==> config.mk <==
export PLATFORM = sky130hd
export DESIGN_NAME = dram_l2_resp_formatter
export DESIGN_NICKNAME = d
export VERILOG_FILES = /design/src/rtl/dram_pkg.sv /design/src/rtl/dram_resp_fifo.sv /design/src/rtl/dram_l2_resp_formatter.sv
export SDC_FILE = /design/constraint.sdc
export NUM_CORES = 1
export LEC_CHECK = 0
export ABC_AREA = 0
export BUFFER_PORTS_ARGS = -buffer_cell sky130_fd_sc_hd__clkbuf_2
export CAP_MARGIN = 15
export CORE_ASPECT_RATIO = 0.9
export CORE_MARGIN = 5
export CORE_UTILIZATION = 58
export DETAILED_ROUTE_END_ITERATION = 8
export GPL_TIMING_DRIVEN = 1
export PLACE_DENSITY = 0.8
export SLEW_MARGIN = 25
export SYNTH_ARGS = -nofsm -noshare
export SYNTH_HDL_FRONTEND = slang
export SYNTH_SLANG_ARGS = --single-unit
==> constraint.sdc <==
create_clock -name clk -period 2.5 [get_ports clk]
set_input_delay 0.25 -clock clk [delete_from_list [all_inputs] [get_ports clk]]
set_output_delay 0.25 -clock clk [all_outputs]
set_load 0.02 [all_outputs]
==> src/rtl/dram_pkg.sv <==
// rtl/dram_pkg.sv - shared DRAM geometry and L2 address field widths
package dram_pkg;
  localparam int NUM_OF_BANKS = 8;
  localparam int NUM_OF_ROWS  = 128;
  localparam int NUM_OF_COLS  = 8;
  localparam int BW           = $clog2(NUM_OF_BANKS);
  localparam int RW           = $clog2(NUM_OF_ROWS);
  localparam int CW           = $clog2(NUM_OF_COLS);
  localparam int ADDR_WIDTH   = 13;
  localparam int DATA_WIDTH   = 32;
  localparam int FIFO_DEPTH   = 4;

  function automatic bit is_pow2(input int n);
    return (n >= 2) && ((n & (n - 1)) == 0);
  endfunction
endpackage

==> src/rtl/dram_resp_fifo.sv <==
// rtl/dram_resp_fifo.sv - response buffer: storage, pointers, occupancy count
module dram_resp_fifo #(
  parameter int WIDTH = 45,
  parameter int DEPTH = 4
) (
  input  logic                    clk,
  input  logic                    rst_n,
  input  logic                    push,
  input  logic [WIDTH-1:0]        wdata,
  input  logic                    pop,
  output logic [WIDTH-1:0]        rdata,
  output logic [$clog2(DEPTH):0]  count,
  output logic                    full,
  output logic                    empty
);
  localparam int AW = $clog2(DEPTH);

  logic [WIDTH-1:0] mem_q [DEPTH];
  logic [WIDTH-1:0] mem_d [DEPTH];
  logic [AW-1:0]    wr_ptr_q, wr_ptr_d;
  logic [AW-1:0]    rd_ptr_q, rd_ptr_d;
  logic [AW:0]      count_q, count_d;

  // Caller guarantees push only when not full and pop only when not empty.
  always_comb begin
    mem_d    = mem_q;
    wr_ptr_d = wr_ptr_q;
    rd_ptr_d = rd_ptr_q;
    count_d  = count_q;
    if (push) begin
      mem_d[wr_ptr_q] = wdata;
      wr_ptr_d        = wr_ptr_q + AW'(1);
    end
    if (pop) begin
      rd_ptr_d = rd_ptr_q + AW'(1);
    end
    case ({push, pop})
      2'b10:   count_d = count_q + (AW+1)'(1);
      2'b01:   count_d = count_q - (AW+1)'(1);
      default: count_d = count_q;
    endcase
  end

  always_ff @(posedge clk or negedge rst_n) begin
    if (!rst_n) begin
      for (int i = 0; i < DEPTH; i++) mem_q[i] <= '0;
      wr_ptr_q <= '0;
      rd_ptr_q <= '0;
      count_q  <= '0;
    end else begin
      for (int i = 0; i < DEPTH; i++) mem_q[i] <= mem_d[i];
      wr_ptr_q <= wr_ptr_d;
      rd_ptr_q <= rd_ptr_d;
      count_q  <= count_d;
    end
  end

  assign rdata = mem_q[rd_ptr_q];
  assign count = count_q;
  assign full  = (count_q == (AW+1)'(DEPTH));
  assign empty = (count_q == '0);
endmodule

==> src/rtl/dram_l2_resp_formatter.sv <==
// rtl/dram_l2_resp_formatter.sv - rebuilds L2 address from bank/row/col and buffers responses to L2
module dram_l2_resp_formatter
  import dram_pkg::*;
#(
  parameter int ADDR_WIDTH   = dram_pkg::ADDR_WIDTH,
  parameter int NUM_OF_BANKS = dram_pkg::NUM_OF_BANKS,
  parameter int NUM_OF_ROWS  = dram_pkg::NUM_OF_ROWS,
  parameter int NUM_OF_COLS  = dram_pkg::NUM_OF_COLS,
  parameter int DATA_WIDTH   = dram_pkg::DATA_WIDTH,
  parameter int FIFO_DEPTH   = dram_pkg::FIFO_DEPTH
) (
  input  logic                            clk,
  input  logic                            rst_n,
  input  logic                            dram_rd_valid,
  output logic                            dram_rd_ready,
  input  logic [$clog2(NUM_OF_BANKS)-1:0] dram_rd_bank_id,
  input  logic [$clog2(NUM_OF_ROWS)-1:0]  dram_rd_row_id,
  input  logic [$clog2(NUM_OF_COLS)-1:0]  dram_rd_col_id,
  input  logic [DATA_WIDTH-1:0]           dram_rd_data,
  output logic                            l2_resp_valid,
  input  logic                            l2_resp_ready,
  output logic [ADDR_WIDTH-1:0]           l2_resp_address,
  output logic [DATA_WIDTH-1:0]           l2_resp_data,
  output logic [$clog2(FIFO_DEPTH):0]     resp_count,
  output logic                            resp_drop_err
);
  localparam int BWL = $clog2(NUM_OF_BANKS);
  localparam int RWL = $clog2(NUM_OF_ROWS);
  localparam int CWL = $clog2(NUM_OF_COLS);

  if (ADDR_WIDTH != BWL + RWL + CWL) begin : g_bad_addr_width
    $error("dram_l2_resp_formatter: ADDR_WIDTH must equal bank+row+col bits");
  end
  if (!is_pow2(FIFO_DEPTH)) begin : g_bad_depth
    $error("dram_l2_resp_formatter: FIFO_DEPTH must be a power of 2, >= 2");
  end

  logic [ADDR_WIDTH-1:0]            in_addr;
  logic [ADDR_WIDTH+DATA_WIDTH-1:0] head;
  logic                             push, pop, full, empty;
  logic                             drop_err_q, drop_err_d;

  assign in_addr = {dram_rd_bank_id, dram_rd_row_id, dram_rd_col_id};

  // Ready depends only on registered occupancy; a same-cycle pop never frees a slot.
  assign dram_rd_ready = !full;
  assign l2_resp_valid = !empty;
  assign push          = dram_rd_valid & dram_rd_ready;
  assign pop           = l2_resp_valid & l2_resp_ready;

  dram_resp_fifo #(
    .WIDTH (ADDR_WIDTH + DATA_WIDTH),
    .DEPTH (FIFO_DEPTH)
  ) u_fifo (
    .clk   (clk),
    .rst_n (rst_n),
    .push  (push),
    .wdata ({in_addr, dram_rd_data}),
    .pop   (pop),
    .rdata (head),
    .count (resp_count),
    .full  (full),
    .empty (empty)
  );

  assign l2_resp_address = head[ADDR_WIDTH+DATA_WIDTH-1:DATA_WIDTH];
  assign l2_resp_data    = head[DATA_WIDTH-1:0];

  always_comb begin
    drop_err_d = drop_err_q | (dram_rd_valid & ~dram_rd_ready);
  end

  always_ff @(posedge clk or negedge rst_n) begin
    if (!rst_n) drop_err_q <= 1'b0;
    else        drop_err_q <= drop_err_d;
  end

  assign resp_drop_err = drop_err_q;
endmodule

==> impl_metrics.csv <==
group,metric,value,unit
status,result_of_the_run,"finished clean",
worst_setup_path,critPathMaxStageDelay,610,ps
floorplanning,die_x,136,um
clocking,count_of_hold_fix_buffers_inserted_at_cts,1,
global_routing,track_usage,0.218,
yosys,post_synthesis_sequential_element_count,188,
yosys,synth_most_common_cell,"sky130_fd_sc_hd__dfrtp_1",
final_layout,finalNetCount,636,
run,maxCapViolations,0,
global_routing,number_of_antenna_violations_at_the_first_check_in_global_routing,0,
yosys,yosysUniqueCellTypes,22,
yosys,yosys-top-cells-area,"sky130_fd_sc_hd__dfrtp_1, sky130_fd_sc_hd__mux2_2, sky130_fd_sc_hd__mux4_2",
global_routing,grt_first_pass_wirelength,27.7,mm
worst_setup_path,cp.arrival,2050,ps
yosys,post_synth_inst_count,474,
worst_setup_path,endpoint_kind,"output pin",
sta,max-slew-margin-rel,0.537,
yosys,synth_sequential_area_ratio,0.569,
drt,drtIter0Drc,198,
yosys,synth.top_cell.area_share,0.569,
drt,routed_wirelength,16.6,mm
clocking,ctsRootBufferMaster,"sky130_fd_sc_hd__clkbuf_16",
floorplanning,initial_core_util,0.590,
floorplanning,io-pin-count,100,
power_and_ir_drop,irDropWorstVdd,1.11,mV
sta,postLayoutSetupSlackWorst,204,ps
drt,mean_routed_wirelength_per_cell,21.1,um
floorplanning,die_area,16700,sq um
drt,ant_nets,0,
global_routing,grt_max_degree,74,
worst_setup_path,cp-start-kind,"flip-flop",
worst_setup_path,crit_type,"reg -> out",
worst_setup_path,crit_path_cell_trace,"buf_12 -> mux4_2 -> clkbuf_2",
final_layout,syn2layout_area_growth,16.9,%
yosys,yosys_warnings,0,
worst_hold_path,tightest_hold_check_type,"in -> reg",
power_and_ir_drop,cellLeakagePower,0.00418,uW
placed_design,gpl.final_weighted_congestion,0.748,
sta,fin_setup_tns,0,ps
yosys,syn-num-nets,529,
sta,clock_skew,6.38,ps
worst_setup_path,critical_path.max_fanout,20,
sta,timing_hold_violations_final,0,
worst_setup_path,critical_path_required,2250,ps
floorplanning,coreArea,14000,sq um
clocking,maximum_buffer_depth_of_the_clock_tree,2,
clocking,insertion_delay,420,ps
clocking,htree_levels,4,
sta,slew_violations,0,
final_layout,diodes,0,
yosys,synth_enable_flop_cells,0,
sta,fin_crit,2300,ps
floorplanning,die_y,123,um
yosys,post_synth.cell_area_avg,17.4,sq um
placed_design,place_hpwl,10.7,mm
power_and_ir_drop,power,15100,uW
clocking,post_cts_resized,0,
yosys,synth_async_sr_flop_share,1.00,
final_layout,filler_cell_count,949,
sta,achievable-frequency,436,MHz
placed_design,detailedPlace.worstSlack,495,ps
sta,finalHoldWorstSlack,96.3,ps
drt,dr.pass1.iters,4,
clocking,cts.clk_slew.worst_paths,70,ps
yosys,synth_top_cells_by_count,"sky130_fd_sc_hd__dfrtp_1, sky130_fd_sc_hd__mux2_2, sky130_fd_sc_hd__mux4_2, sky130_fd_sc_hd__clkbuf_8, sky130_fd_sc_hd__inv_1",
drt,via_per_inst,5.79,
drt,dr_total_vias,4554,
drt,post-route-drc-count,0,
floorplanning,rows,41,
sta,worstMarginPinSlew,695,ps
clocking,total_clock_sinks,188,
yosys,synth_top_cell_by_area,"sky130_fd_sc_hd__dfrtp_1",
global_routing,gr-total-overflow,0,
sta,ratio_of_final_minimum_period_to_clock_period,0.918,
final_layout,final_layout_size_suffix_gt1_frac,0.636,
global_routing,grt_pass1_vias,5174,
yosys,synthFlopType,"sky130_fd_sc_hd__dfrtp_1",
clocking,cts_tree,"yes",
sta,finalSetupViolations,0,
sta,rsz_0062_raised_after_global_routing,"no",
power_and_ir_drop,power_density,1560,nW/um^2
placed_design,portBuffers,99,
yosys,post_synthesis_cell_area,8270,sq um
worst_setup_path,slowest_stage_cell_crit_path,"sky130_fd_sc_hd__dfrtp_4",
clocking,post-cts-setup-buffer-count,0,
clocking,numCtsBuffers,17,
==> sequential cells by signal, summed over array words and instances (netlist names) <==
name / flops
u_fifo.count: 3
u_fifo.mem_q: 180
resp_drop_err: 1
u_fifo.wr_ptr_q: 2
u_fifo.rd_ptr_q: 2
==> final timing paths <==
| path | start | end | slack, ps | cells after the start |
|---|---|---|---|---|
| worst max-delay path | u_fifo.rd_ptr_q[0]$_DFFE_PN0P_ | l2_resp_data[30] | 200 | 3 |
| worst min register to register | resp_drop_err$_DFF_PN0_ | resp_drop_err$_DFF_PN0_ | 490 | 1 |
| min in group asynchronous | rst_n | u_fifo.mem_q[81]$_DFFE_PN0P_ | 410 | 2 |
| worst max register to register | u_fifo.count[0]$_DFFE_PN0P_ | u_fifo.count[2]$_DFFE_PN0P_ | 490 | 8 |
| worst min-delay path | dram_rd_bank_id[0] | u_fifo.mem_q[132]$_DFFE_PN0P_ | 100 | 2 |
| max in group asynchronous | rst_n | u_fifo.mem_q[48]$_DFFE_PN0P_ | 1280 | 3 |
==> power breakdown <==
part / total [uW] / switching [uW] / internal (uW)
clock: 2990 / 1110 / 1880
combinational: 6530 / 3070 / 3460
sequential: 5560 / 925 / 4630
total: 15100 / 5100 / 9960
==> metrics by stage <==
stage | util | area [sq um] | cells
finish | 0.690 | 9660 | 787
floorplan | - | 8270 | 474
detailed placement | 0.642 | 8990 | 754
global route | 0.690 | 9660 | 787
CTS | 0.690 | 9660 | 787
global placement | 0.642 | 8990 | 754
==> final cells by class <==
| class | count | area [sq um] | share of cell area |
|---|---|---|---|
| multi-input combinational | 254 | 3310 | 0.342 |
| timing repair buffer | 114 | 717 | 0.0742 |
| sequential | 188 | 4710 | 0.487 |
| tap | 193 | 241 | 0.0250 |
| clock buffer | 21 | 480 | 0.0497 |
| inverter | 6 | 22.5 | 0.00233 |
| clock inverter | 11 | 188 | 0.0194 |
==> placed cells by master, fill, tap and decap left out, drive strengths merged <==
cell type / count
dfrtp: 188
mux2: 181
clkbuf: 119
mux4: 45
buf: 15
inv: 6
clkinv: 6
nand2: 5
ha: 5
bufinv: 5
nor2: 5
xnor2: 3
xor2: 3
nor3b: 1
or3: 1
o31a: 1
nand2b: 1
a21o: 1
mux2i: 1
fa: 1
dlygate4sd3: 1
==> critical path, delay by kind of cell (launching register included) <==
family	cells	cell delay, ps
multiplexers	1	560
flip-flops	1	610
buffers and inverters	2	430
==> per-layer routing <==
layer  wire length (um)  vias to the layer above  part of all wire  global-route usage
met1               7180                     2441              0.43               0.289
li1                   -                     1987                 -                   -
met4                221                        0             0.013              0.0699
met5                  0                        -                 0                   0
met2               8460                      106              0.51               0.362
met3                761                       20             0.046              0.0521
==> cells by family after synthesis <==
family                   after synthesis  synth area share
adder cells (fa/ha/maj)                6           0.00999
XOR/XNOR                               6           0.00636
AO/OA/AOI/OAI                          2           0.00197
multiplexers                         227             0.370
AND/OR/NAND/NOR                       13           0.00878
buffers and inverters                 32            0.0333
flip-flops                           188             0.569
Power figures use the tool's default switching activity.
